### config.mk
export PLATFORM = sky130hd
export DESIGN_NAME = finger_identification
export DESIGN_NICKNAME = d
export VERILOG_FILES = /design/src/rtl/finger_identification.sv
export SDC_FILE = /design/constraint.sdc
export NUM_CORES = 1
export LEC_CHECK = 0
export CAP_MARGIN = 20
export CORE_ASPECT_RATIO = 0.75
export CORE_MARGIN = 5
export CORE_UTILIZATION = 45
export DETAILED_ROUTE_END_ITERATION = 7
export GPL_ROUTABILITY_DRIVEN = 0
export HOLD_SLACK_MARGIN = 0.1
export PLACE_DENSITY = 0.68
export RECOVER_POWER = 100
export SLEW_MARGIN = 15
export SYNTH_ARGS = -nofsm -noshare
export SYNTH_HDL_FRONTEND = slang
export SYNTH_SLANG_ARGS = --single-unit
### constraint.sdc
create_clock -name clk -period 12.1 [get_ports clk]
set_input_delay 1.815 -clock clk [delete_from_list [all_inputs] [get_ports clk]]
set_output_delay 1.815 -clock clk [all_outputs]
set_load 0.03 [all_outputs]
### src/rtl/finger_identification.sv
// Finger extension classifier: counts foreground pixels of a raster-streamed binary
// hand image in five palm-relative zones and registers one status bit per finger per frame.
module finger_identification #(
   parameter int unsigned IMG_W       = 160,
   parameter int unsigned IMG_H       = 120,
   parameter int unsigned SCAN_OFFSET = 4,
   parameter int unsigned MIN_PIX     = 3
) (
   input  logic       clk,
   input  logic       rst,
   input  logic       object_image,
   input  logic [7:0] palm_width,
   input  logic [7:0] palm_height,
   input  logic [7:0] start_of_palm_r,
   input  logic [7:0] start_of_palm_c,
   input  logic [7:0] end_of_palm_r,
   input  logic [7:0] end_of_palm_c,
   output logic       thumb_status,
   output logic       index_status,
   output logic       middle_status,
   output logic       ring_status,
   output logic       pinky_status
);

   localparam int unsigned COL_W = $clog2(IMG_W);
   localparam int unsigned ROW_W = $clog2(IMG_H);
   localparam int unsigned GW    = 10;
   localparam int unsigned NZ    = 5;

   logic [COL_W-1:0] col;
   logic [ROW_W-1:0] row;
   logic [GW-1:0]    fr_q, tr_q, zw_q;
   logic [7:0]       c_q, end_q;
   logic [7:0]       cnt     [NZ];
   logic [7:0]       cnt_nxt [NZ];
   logic [NZ-1:0]    status;

   logic             first, last;
   logic [7:0]       ref_r;
   logic [GW-1:0]    fr_now, tr_now, zw_now;
   logic [GW-1:0]    fr, tr, zw, c, ec, col_w, row_w;
   logic [GW-1:0]    bnd [NZ];
   logic [NZ-1:0]    hit;

   assign first  = (row == '0) && (col == '0);
   assign last   = (row == ROW_W'(IMG_H - 1)) && (col == COL_W'(IMG_W - 1));
   assign ref_r  = (start_of_palm_r > end_of_palm_r) ? start_of_palm_r : end_of_palm_r;
   assign fr_now = GW'(ref_r) + GW'(palm_height) + GW'(SCAN_OFFSET);
   assign tr_now = GW'(ref_r) + GW'(palm_height >> 1);
   assign zw_now = GW'(palm_width >> 2);

   // Pixel (0,0) is classified with the live geometry, every later pixel with the latched copy.
   always_comb begin
      fr    = first ? fr_now : fr_q;
      tr    = first ? tr_now : tr_q;
      zw    = first ? zw_now : zw_q;
      c     = GW'(first ? start_of_palm_c : c_q);
      ec    = GW'(first ? end_of_palm_c : end_q);
      col_w = GW'(col);
      row_w = GW'(row);
      hit   = '0;
      bnd[0] = c;
      for (int k = 0; k < NZ - 1; k++) begin
         bnd[k+1] = bnd[k] + zw;
      end
      // Thumb sits left of the palm: c-zw <= col < c, written without underflow.
      hit[0] = (row_w == tr) && (col_w < c) && ((col_w + zw) >= c);
      for (int k = 0; k < NZ - 1; k++) begin
         hit[k+1] = (row_w == fr) && (col_w >= bnd[k]) && (col_w < bnd[k+1]) && (col_w <= ec);
      end
      for (int i = 0; i < NZ; i++) begin
         cnt_nxt[i] = (object_image && hit[i] && (cnt[i] != 8'hFF)) ? cnt[i] + 8'd1 : cnt[i];
      end
   end

   // Raster position, geometry latch, zone counters and end-of-frame status load.
   always_ff @(posedge clk or posedge rst) begin
      if (rst) begin
         col    <= '0;
         row    <= '0;
         fr_q   <= '0;
         tr_q   <= '0;
         zw_q   <= '0;
         c_q    <= '0;
         end_q  <= '0;
         status <= '0;
         for (int i = 0; i < NZ; i++) cnt[i] <= '0;
      end else begin
         if (col == COL_W'(IMG_W - 1)) begin
            col <= '0;
            row <= (row == ROW_W'(IMG_H - 1)) ? '0 : row + ROW_W'(1);
         end else begin
            col <= col + COL_W'(1);
         end
         if (first) begin
            fr_q  <= fr_now;
            tr_q  <= tr_now;
            zw_q  <= zw_now;
            c_q   <= start_of_palm_c;
            end_q <= end_of_palm_c;
         end
         for (int i = 0; i < NZ; i++) begin
            if (last) begin
               status[i] <= (cnt_nxt[i] >= 8'(MIN_PIX));
               cnt[i]    <= '0;
            end else begin
               cnt[i]    <= cnt_nxt[i];
            end
         end
      end
   end

   assign thumb_status  = status[0];
   assign index_status  = status[1];
   assign middle_status = status[2];
   assign ring_status   = status[3];
   assign pinky_status  = status[4];

endmodule

## Yosys cells after proc, flatten, opt, wreduce, memory -nomap -nowiden

Index checks and enable logic that the tools add are counted.

| word-level totals | value |
|---|---|
| register bits | 106 |
| word-level logic and storage cells | 100 |

| operators by class | value |
|---|---|
| $add $sub $neg | 15 |
| $lt $le $gt $ge | 17 |
| equal/unequal tests | 9 |
| multiplexer cells | 18 |
| reduce and logical (&&, ||, !) cells | 28 |

Operator list:

| operator | count |
|---|---|
| $mux W8 | 14 |
| $add A8 B1 Y8 const B | 6 |
| $ge A8 B2 Y1 const B | 5 |
| $lt A8 B10 Y1 | 4 |
| $ne A8 B8 Y1 const B | 5 |
| $add A10 B10 Y10 | 3 |
| $ge A8 B10 Y1 | 3 |
| $mux W10 | 3 |
| $logic_and A1 B1 Y1 | 26 |
| $add A8 B10 Y10 | 2 |
| $eq A7 B10 Y1 | 2 |
| $add A9 B3 Y10 const B | 1 |
| $ge A10 B8 Y1 | 1 |
| $add A8 B7 Y9 | 1 |
| $add A8 B8 Y9 | 1 |
| $eq A8 B8 Y1 const B | 1 |
| $ge A8 B8 Y1 | 1 |
| $gt A8 B8 Y1 | 1 |
| $le A8 B8 Y1 | 1 |
| $logic_not A8 Y1 | 1 |
| $lt A8 B8 Y1 | 1 |
| $add A7 B1 Y7 const B | 1 |
| $eq A7 B7 Y1 const B | 1 |
| $logic_not A7 Y1 | 1 |
| $mux W7 | 1 |

## Depth between registers and ports, before layout

Gate-level depths: netlist of the first run.

| logic depth | value |
|---|---|
| depth after elaboration | 14 |
| mapped depth | 45 |

## Worst setup path before layout of the first run

Ideal clock, no wire load.

| timing path | value |
|---|---|
| path kind | reg-to-reg |
| start | reg col[1] |
| end | reg status[4] |
| data arrival time | 9,113 ps |
| setup slack | 2,846 ps |
| stages on the path, launching flop included | 45 |
| path through | dfrtp_1 -> inv_1 -> ha_1 -> nor4b_4 -> nand4_4 -> buf_4 -> clkbuf_1 -> clkbuf_1 -> clkbuf_1 -> buf_1 -> buf_1 -> clkbuf_1 -> nand2_1 -> nand2_1 -> ha_1 -> ha_1 -> a21oi_1 -> nand3b_1 -> [... 9 more ...] -> xnor2_1 -> ha_1 -> inv_1 -> o311ai_1 -> xnor2_1 -> xnor2_1 -> ha_1 -> nor2b_1 -> o21ai_0 -> nand2b_1 -> a21oi_1 -> nor2b_1 -> mux2_2 -> a211oi_4 -> buf_6 -> nand3_2 -> o31ai_2 -> a41oi_1 |

| on the way | value |
|---|---|
| word-level cells in the longest chain between the ends | 14 |

RTL lines:

| what | RTL line | RTL |
|---|---|---|
| from (decl) | 30 | `logic [COL_W-1:0] col;` |
| from (signal assigned) | 93 | `col <= col + COL_W'(1);` |
| $logic_not A8 Y1 | 45 | `assign first = (row == '0) && (col == '0);` |
| $logic_and A1 B1 Y1 | 45 |  |
| $mux W8 / $mux W10 (equally long branches) | -- |  |
| $add A8 B10 Y10 | 64 | `bnd[k+1] = bnd[k] + zw;` |
| $add A10 B10 Y10 (2 in series) | 64 |  |
| $add A10 B10 Y10 / $ge A8 B10 Y1 (equally long branches) | 64, 69 |  |
| $lt A8 B10 Y1 / $logic_and A1 B1 Y1 (equally long branches) | 69 | `hit[k+1] = (row_w == fr) && (col_w >= bnd[k]) && (col_w < bnd[k+1]) && (col_w <= ec);` |
| $logic_and A1 B1 Y1 (2 in series) | 69 |  |
| $logic_and A1 B1 Y1 (2 in series) | 72 | `cnt_nxt[i] = (object_image && hit[i] && (cnt[i] != 8'hFF)) ? cnt[i] + 8'd1 : cnt[i];` |
| $mux W8 | 72 |  |
| $ge A8 B2 Y1 | 104 | `status[i] <= (cnt_nxt[i] >= 8'(MIN_PIX));` |
| to (signal, indexed assignment) | 104 |  |
| to (decl) | 36 | `logic [NZ-1:0] status;` |

Several ways; a longest one is shown, not always the timed one.
A chain may end at the register's enable or synchronous reset.

## Worst setup path in the final report of the first run

| timing path | value |
|---|---|
| start | reg col[1] |
| end | reg cnt[7] in the netlist's numbering |

| on the way | value |
|---|---|
| word-level cells in the longest chain between the ends | 14 |

RTL lines:

| what | RTL line | RTL |
|---|---|---|
| $logic_not A8 Y1 | 45 |  |
| $logic_and A1 B1 Y1 | 45 |  |
| $mux W8 / $mux W10 (equally long branches) | -- |  |
| $add A8 B10 Y10 | 64 |  |
| $add A10 B10 Y10 (2 in series) | 64 |  |
| $add A10 B10 Y10 / $ge A8 B10 Y1 (equally long branches) | 64, 69 |  |
| $lt A8 B10 Y1 / $logic_and A1 B1 Y1 (equally long branches) | 69 |  |
| $logic_and A1 B1 Y1 (2 in series) | 69 |  |
| $logic_and A1 B1 Y1 (2 in series) | 72 |  |
| $mux W8 | 72 |  |
| $mux W8 * | 103 | `if (last) begin` |
| to (signal, indexed assignment) | 107 | `cnt[i] <= cnt_nxt[i];` |
| to (decl) | 34 | `logic [7:0] cnt [NZ];` |

Mark *: on every way between the ends. The rest lies on a longest branch, timed or not.

==> qor.yml, run 1 <==
wl_per_cell_um: 15.5
synth_edf_count: 0
drtAntennaViolNets: 0
grt_pass1_vias: 8270
ir_drop_uv: 74.7
grt_usage: 0.188
start_util: 0.457
worstSetupPathType: "reg -> reg"
nFillCells: 2118
hold_ws_ps: 470
cts_num_sinks: 106
cts-root-buf: "clkbuf_16"
cts_tree: "built"
synthToLayoutAreaGrowth_pct: 9.98
syn_nets: 1363
status: "complete, but fails checks"
worstHoldStart: "end_q[0]"
syn_area_per_cell_sq_um: 8.52
ys_ff_latch: 106
power.density_nw_per_um2: 113
yosysWarnings: 0
whs_endpoint: "end_q[0]"
cts.clk_slew.worst_paths_ps: 80
syn-instance-count: 1182
layout_common_cells: "127 x ha_1, 115 x nand2_1, 106 x dfrtp_1, 92 x nor2_1, 92 x inv_1"
critPathRequiredTime_ps: 12360
power_switching_w: 0.000468
drc_errors: 0
grt_pass1_wl_um: 40000
finalHoldViolations: 0
cp-start-kind: "flop"
drt_wl_total_um: 23500
synthArstFlopShare: 1.00
hold_class: "reg -> reg"
globalRouteOverflowTotal: 0
ctsHoldBuffers: 0
cts_resized: 0
dp_hpwl_um: 18300
fmax_mhz: 97.4
synthesis.area_sq_um: 10100
finalSetupViolations: 0
die-area_sq_um: 25500
whs_path_depth: 2
place_inst: 1498
finalSetupTns_ps: 0
arrival_ps: 10520
ios: 56
sw_frac_of_total: 0.375
row_count: 47
grt_max_degree: 72
vias_per_cell: 5.55
violations: "max-capacitance violations, max-slew violations"
preCtsSetupSlack_ps: 2450
setup_ws_ps: 1830
synth_cell_types: 80
power_frac_seq: 0.308
reg2reg_from: "col[1]"
layout.cells.non_filler: 1514
antenna_found_initial: 0
p_clk_frac: 0.240
fp.dieW_um: 183
finalCritPeriodShare: 0.848
skew_ps: 15.0
drt_pass1_iterations: 5
core_area_sq_um: 22100
worst_pin_slew_ps: 3860
post_cts.repair.setup_buffers: 0
cp-end-kind: "flop"
final_nets: 1396
drt_iter0_markers: 458
rr_worst_depth: 35
r2r_setup_slack_ps: 1830
reg2reg_to: "cnt[7]"
numCtsBuffers: 9
slowest_stage: "mux2i_1"
final_common_cell: "ha_1"
slowest_delay_ps: 980
die_h_um: 140
cts_buffer_depth: 2
path_max_fanout: 33
drive_above_1_share: 0.0393
rsz0062_at_grt: "false"
diodes: 0
port_buffers: 53
yosysSeqAreaShare: 0.263
utilization: 0.502
num_vias: 8404
leakagePower_nw: 5.38
cap_violations: 4
path_common_cell: "ha_1"
drv_slew: 197
synth_flop_cell: "dfrtp_1"
worst_skew_pair.late_latency_ps: 370
comb_power_share: 0.453
maxSlewHeadroom: -1.57
htreeDepth: 3
p_int_w: 0.000781
fin_crit_ps: 10270
==> flip-flops by register name, summed over array words and instances, names as in the netlist <==
register and cells:
cnt 40, fr_q 10, tr_q 10, zw_q 10, c_q 8, col 8, end_q 8, row 7
status 5
==> critical path: cells and delay by family, from the launching register on <==
family	cells	cell delay, ps
AO/OA/AOI/OAI	7	1880
XOR/XNOR	4	720
adder cells (fa/ha/maj)	5	1440
buffers and inverters	3	580
flip-flops	1	570
multiplexers	4	1860
AND/OR/NAND/NOR	12	3070
==> worst max path at each step <==
| stage | slack [ps] | cells after the start | to | start |
|---|---|---|---|---|
| global route | 1050 | 35 | cnt[7] | col[1] |
| floorplan | 2850 | 44 | status[4] | col[1] |
| finish | 1830 | 35 | cnt[7] | col[1] |
| detailed placement | 2450 | 32 | cnt[7] | palm_width[3] |
| global placement | 2560 | 32 | cnt[7] | palm_width[3] |
| CTS | 2690 | 35 | cnt[7] | col[1] |
==> stage by stage <==
| step | power (W) | instance area [sq um] |
|---|---|---|
| 2_1_floorplan | 0.000833 | 10100 |
| 3_3_place_gp | 0.000938 | 10800 |
| 3_5_place_dp | 0.000954 | 10800 |
| 4_1_cts | 0.00126 | 11100 |
| 5_1_grt | 0.00135 | 11100 |
| 6_report | 0.00125 | 11100 |
==> layout make-up <==
cell class                 instances  area, sq um  share of cell area
multi-input combinational        944         6840               0.618
sequential                       106         2650               0.240
timing repair buffer              57          546              0.0493
tap                              294          368              0.0332
inverter                          97          365              0.0330
clock buffer                      11          253              0.0228
clock inverter                     5         43.8             0.00396
==> per-layer routing <==
metal | GRT usage | wire, um
met1 | 0.274 | 12100
met2 | 0.292 | 10200
met3 | 0.0342 | 1030
met4 | 0.0363 | 247
met5 | 0 | 0
==> cell usage after synthesis, types with 5 or more instances <==
cell type / n / area share
and3_1: 12 / 0.0075
a21o_1: 31 / 0.023
nand2b_1: 14 / 0.0087
nand3_1: 30 / 0.015
nand4_1: 23 / 0.014
o21bai_1: 5 / 0.0037
a31oi_1: 10 / 0.0062
inv_1: 93 / 0.035
o21ai_0: 65 / 0.032
a21oi_1: 63 / 0.031
mux2_2: 8 / 0.0089
nor3b_1: 5 / 0.0037
ha_1: 127 / 0.16
a21boi_0: 6 / 0.0045
clkbuf_1: 23 / 0.0086
o21a_1: 16 / 0.012
or2_2: 7 / 0.0043
o22ai_1: 5 / 0.0031
o31ai_1: 9 / 0.0067
mux2i_1: 31 / 0.031
nand2_1: 115 / 0.043
or3_1: 16 / 0.0099
nor3_1: 17 / 0.0085
and2_1: 15 / 0.0093
xor2_1: 48 / 0.042
xnor2_1: 58 / 0.050
dfrtp_1: 106 / 0.26
a211oi_1: 8 / 0.0060
nor4_1: 7 / 0.0043
nor2b_1: 22 / 0.014
nor2_1: 92 / 0.034
==> power groups by stage <==
stage | Sequential, W | Clock, W | Combinational (W)
6_report | 0.000385 | 0.000300 | 0.000566
5_1_grt | 0.000387 | 0.000322 | 0.000644
4_1_cts | 0.000385 | 0.000309 | 0.000567
3_5_place_dp | 0.000392 | 0 | 0.000562
3_3_place_gp | 0.000391 | 0 | 0.000547
2_1_floorplan | 0.000390 | 0 | 0.000443
==> cells by family (layout without fill, tap and decap cells) <==
| kind of cell | Yosys count | in the layout | share of synthesized area |
|---|---|---|---|
| AO/OA/AOI/OAI | 266 | 266 | 0.176 |
| XOR/XNOR | 108 | 108 | 0.0967 |
| adder cells (fa/ha/maj) | 133 | 133 | 0.167 |
| buffers and inverters | 132 | 170 | 0.0527 |
| flip-flops | 106 | 106 | 0.263 |
| multiplexers | 42 | 42 | 0.0456 |
| AND/OR/NAND/NOR | 395 | 395 | 0.198 |
Power figures use the tool's default switching activity.
==> inputs of run 2 (changes only) <==
Settings changed: PLACE_DENSITY 0.68 to 0.7.
Clock period 12.1 ns to 9.42 ns, I/O delays scaled along.
==> run 2 against run 1 <==
The run still ends with max-capacitance violations, max-slew violations left; setup slack worse by 1200 ps; worst hold slack better by 7.8 ps; die area unchanged; via count up 0.57%; clock-buffer cell count down 1; wire length down 0.67%; clock skew down 2.2 ps; utilization up 0.70 points; cell count up 1.1%; first-iteration DRC count up 49%; largest cell class unchanged; highest routed layer unchanged.
==> qor.yml, run 2 (same netlist as run 1, synthesis figures left out) <==
slowest_stage: "mux2i_1"
largest_reg_flops: 40  # unchanged
crit_start: "row[1]"
cts_tree: "built"
core_area_sq_um: 22100  # unchanged
die-area_sq_um: 25500  # unchanged
whs_endpoint: "c_q[0]"
r2r_setup_slack_ps: 670  # -1160 ps
synthToLayoutAreaGrowth_pct: 11.5
drt_wl_total_um: 23400  # -0.67%
die_h_um: 140  # unchanged
arrival_ps: 8970  # -1550 ps
cap_violations: 3  # -1
num_vias: 8452  # +0.57%
nFillCells: 2084  # -1.6%
layout_common_cells: "127 x ha_1, 115 x nand2_1, 106 x dfrtp_1, 92 x nor2_1, 92 x inv_1"
cp-end-kind: "flop"
violations: "max-capacitance violations, max-slew violations"
critPathRequiredTime_ps: 9640  # -2720 ps
maxSlewHeadroom: -1.21  # +0.358
ir_drop_uv: 97.2  # +30%
design_area_sq_um: 11200  # +1.4%
start_util: 0.457  # unchanged
cts.clk_slew.worst_paths_ps: 80  # about the same
finalSetupTns_ps: 0  # unchanged
drc_errors: 0  # unchanged
dp_hpwl_um: 18100  # -0.98%
grt_pass1_vias: 8241  # -0.35%
ios: 56  # unchanged
finalHoldViolations: 0  # unchanged
reg2reg_to: "status[4]"
wl_per_cell_um: 15.3  # -1.8%
drive_above_1_share: 0.0525  # +0.0132
diodes: 0  # unchanged
wl_met2_um: 10200  # -0.29%
antenna_found_initial: 0  # unchanged
cts_buffer_depth: 2  # unchanged
hold_class: "reg -> reg"
globalRouteOverflowTotal: 0  # unchanged
worstSetupPathType: "reg -> reg"
numCtsBuffers: 9  # unchanged
worst_pin_slew_ps: 3320  # -538 ps
worstHoldStart: "c_q[0]"
cts_num_sinks: 106  # unchanged
path_common_cell: "ha_1"
final_common_cell: "ha_1"
whs_path_depth: 2  # unchanged
reg2reg_from: "row[1]"
totalPowerFinal_w: 0.00161  # +29%
grt_pass1_wl_um: 40000  # about the same
finalSetupViolations: 0  # unchanged
worst_skew_pair.late_latency_ps: 360  # about the same
top_layer_used: "met4"
fin_crit_ps: 8750  # -1520 ps
drt_iter0_markers: 683  # +49%
place_area_sq_um: 10900  # +0.97%
rsz0062_at_grt: "false"
vias_per_cell: 5.52  # -0.55%
wl_met3_um: 1050  # +1.7%
skew_ps: 12.8  # -2.23 ps
slowest_delay_ps: 500  # -480 ps
status: "complete, but fails checks"
path_max_fanout: 15  # -55%
seqCellArea_sq_um: 2650  # unchanged
finalCritPeriodShare: 0.929  # +0.0805
drv_slew: 159  # -19%
final_nets: 1413  # +1.2%
leakagePower_nw: 5.47  # +1.5%
ctsHoldBuffers: 0  # unchanged
cts-root-buf: "clkbuf_16"
fp.dieW_um: 183  # unchanged
drtAntennaViolNets: 0  # unchanged
multi_input_area_sq_um: 6860  # +0.27%
power.density_nw_per_um2: 143  # +27%
drt_pass1_iterations: 5  # unchanged
rr_worst_depth: 35  # unchanged
grt_max_degree: 60  # -17%
drt-met1-wl_um: 12000  # -0.73%
htreeDepth: 3  # unchanged
cp-start-kind: "flop"
grt_usage: 0.187  # -0.00102
regMostFlops: "cnt"
fmax_mhz: 114  # +17%
row_count: 47  # unchanged
port_buffers: 53  # unchanged
==> run 2: cell types whose count changed in the layout (fill, tap and decap cells not counted), moves of 2 or more <==
cell / delta
buf_4: +14
mux2i_4: +2
mux2i_1: -2
clkbuf_1: +3
clkbuf_8: -2
==> run 2: worst max-delay path by stage <==
| stage | endpoint | depth (start not counted) |
|---|---|---|
| finish | status[4] | 35 |
| floorplan | status[4] | 44 |
| detailed placement | cnt[7] | 32 |
| CTS | cnt[7] | 35 |
| global route | status[4] | 38 |
| global placement | cnt[7] | 32 |
==> run 2: routing by layer <==
| metal | up-vias | global-route usage |
|---|---|---|
| met3 | 17 | 0.0326 |
| li1 | 4278 | - |
| met2 | 150 | 0.291 |
| met1 | 4007 | 0.276 |
| met5 | - | 0 |
| met4 | 0 | 0.0296 |
==> run 2: area by class of cell <==
| class | count | share of cell area |
|---|---|---|
| Inverter | 97 | 0.0325 |
| Timing Repair Buffer | 74 | 0.0604 |
| Sequential cell | 106 | 0.236 |
| Clock inverter | 6 | 0.00635 |
| Multi-Input combinational cell | 944 | 0.611 |
| Tap cell | 294 | 0.0328 |
| Clock buffer | 10 | 0.0204 |
==> run 2: stage by stage <==
stage	instances	hold slack [ps]	worst slack (ps)	utilization
2_1_floorplan	1182	439	166	-
3_3_place_gp	1512	452	750	0.496
3_5_place_dp	1512	460	677	0.496
4_1_cts	1528	480	742	0.510
5_1_grt	1531	503	59.2	0.509
6_report	1531	478	670	0.509
==> run 2: worst max-delay path, delay by kind of cell (launching register included) <==
kind	cells	cell delay [ps]
xor+xnor	3	460
flops	1	440
compound gates	9	2620
buf+inv	5	720
simple gates	11	2120
mux	2	790
fa+ha+maj	5	1470
==> run 2: where the power goes <==
group	internal, W	switching, W
logic	0.000322	0.000395
clock network	0.000210	0.000186
registers	0.000485	0.00000978
==> run 2: timing repair <==
item,CTS,global route
gates resized for setup,0,1
endpoints found under the hold margin,0,0
setup endpoints to repair,0,2
setup buffers,0,3
==> inputs of run 3 (changes only) <==
Settings changed: CAP_MARGIN 20 to 40, SKIP_CTS_REPAIR_TIMING set to 1.
==> run 3 against run 2 <==
The flow still finishes with violations (max-capacitance violations, max-slew violations); setup slack worse by 4.0 ps; flip-flop and latch count unchanged; utilization about the same; critical path type unchanged; clock-buffer cell count unchanged; sequential share of layout area about the same; design area about the same.
==> qor.yml, run 3 (same netlist as run 1, synthesis figures left out) <==
skew_ps: 11.5  # -1.26 ps
layout_common_cells: "127 x ha_1, 115 x nand2_1, 106 x dfrtp_1, 92 x nor2_1, 92 x inv_1"
worst_pin_slew_ps: 3340  # +25.4 ps
arrival_ps: 8970  # about the same
htreeDepth: 3  # unchanged
finalSetupViolations: 0  # unchanged
final_common_cell: "ha_1"
path_common_cell: "ha_1"
drt_iter0_markers: 607  # -11%
wl_per_cell_um: 15.3  # about the same
cts.clk_slew.worst_paths_ps: 80  # about the same
cts_num_sinks: 106  # unchanged
drc_errors: 0  # unchanged
place_area_sq_um: 10900  # unchanged
grt_usage: 0.187  # unchanged
row_count: 47  # unchanged
cp-end-kind: "flop"
port_buffers: 53  # unchanged
num_vias: 8467  # +0.18%
power.density_nw_per_um2: 143  # about the same
cts-root-buf: "clkbuf_16"
drv_slew: 159  # unchanged
vias_per_cell: 5.53  # +0.11%
cp-start-kind: "flop"
hold_class: "reg -> reg"
synthToLayoutAreaGrowth_pct: 11.6  # about the same
fp.dieW_um: 183  # unchanged
globalRouteOverflowTotal: 0  # unchanged
drtAntennaViolNets: 0  # unchanged
rsz0062_at_grt: "false"
fmax_mhz: 114  # about the same
numCtsBuffers: 9  # unchanged
slowest_delay_ps: 500  # about the same
fin_crit_ps: 8750  # +4.02 ps
path_max_fanout: 15  # unchanged
regMostFlops: "cnt"
violations: "max-capacitance violations, max-slew violations"
cap_violations: 3  # unchanged
maxSlewHeadroom: -1.23  # -0.0169
critical_path_buf_inv_count: 5  # unchanged
slowest_stage: "mux2i_1"
finalSetupTns_ps: 0  # unchanged
design_area_sq_um: 11200  # about the same
cts_buffer_depth: 2  # unchanged
die_h_um: 140  # unchanged
crit_family: "compound AO/OA/AOI/OAI gates"
grt_pass1_wl_um: 40000  # unchanged
drt_pass1_iterations: 5  # unchanged
start_util: 0.457  # unchanged
ir_drop_uv: 96.9  # -0.22%
layout.cells.non_filler: 1532  # +0.065%
critPathRequiredTime_ps: 9640  # about the same
die-area_sq_um: 25500  # unchanged
place_inst: 1512  # unchanged
finalHoldViolations: 0  # unchanged
cts_tree: "built"
antenna_found_initial: 0  # unchanged
drt_wl_total_um: 23400  # about the same
drive_above_1_share: 0.0525  # about the same
grt_pass1_vias: 8241  # unchanged
final_nets: 1414  # +0.071%
worstSetupPathType: "reg -> reg"
grt_max_degree: 60  # unchanged
leakagePower_nw: 5.47  # about the same
nFillCells: 2086  # +0.096%
ios: 56  # unchanged
diodes: 0  # unchanged
core_area_sq_um: 22100  # unchanged
status: "complete, but fails checks"
worst_skew_pair.late_latency_ps: 360  # about the same
finalCritPeriodShare: 0.929  # about the same
dp_hpwl_um: 18100  # unchanged
largest_reg_flops: 40  # unchanged
==> run 3: worst reg2reg max path: cells and delay by family, from the launching register on <==
family	cells	cell delay (ps)
buffers and inverters	5	730
AO/OA/AOI/OAI	9	2630
multiplexers	2	790
adder cells (fa/ha/maj)	5	1470
AND/OR/NAND/NOR	11	2130
flip-flops	1	440
XOR/XNOR	3	460
==> run 3: power breakdown <==
group          switching [W]  internal, W
Sequential        0.00000988     0.000485
Clock               0.000186     0.000210
Combinational       0.000395     0.000322
Total               0.000591      0.00102
==> run 3: layer usage <==
| layer | GRT usage | vias to the layer above | wire [um] |
|---|---|---|---|
| met5 | 0 | - | 0 |
| met4 | 0.0296 | 0 | 189 |
| met3 | 0.0326 | 15 | 1080 |
| met2 | 0.291 | 161 | 10100 |
| met1 | 0.276 | 4012 | 12000 |
| li1 | - | 4279 | - |
==> run 3: final timing paths <==
kind | startpoint | endpoint | slack, ps | depth (start not counted)
worst max-delay path | row[1] | status[4] | 670 | 35
worst min-delay path | c_q[0] | c_q[0] | 480 | 2
worst max register to register | row[1] | status[4] | 670 | 35
worst min register to register | c_q[0] | c_q[0] | 480 | 2
max in group asynchronous | rst | cnt[1] | 3410 | 4
min in group asynchronous | rst | cnt[36] | 2060 | 2
==> run 3: through the flow <==
stage	total power, W	hold WS (ps)	util	setup WS (ps)
after floorplan	0.00107	439	-	166
after global routing	0.00174	503	0.509	59.2
final	0.00161	477	0.509	666
after CTS	0.00162	480	0.510	742
after global placement	0.00121	452	0.496	750
after detailed placement	0.00122	460	0.496	677
==> run 3: layout make-up <==
cell class / count / area, sq um / share of cell area
Sequential cell: 106 / 2650 / 0.236
Tap cell: 294 / 368 / 0.0328
Clock inverter: 6 / 71.3 / 0.00635
Timing Repair Buffer: 75 / 682 / 0.0607
Inverter: 97 / 365 / 0.0325
Multi-Input combinational cell: 944 / 6860 / 0.611
Clock buffer: 10 / 229 / 0.0204
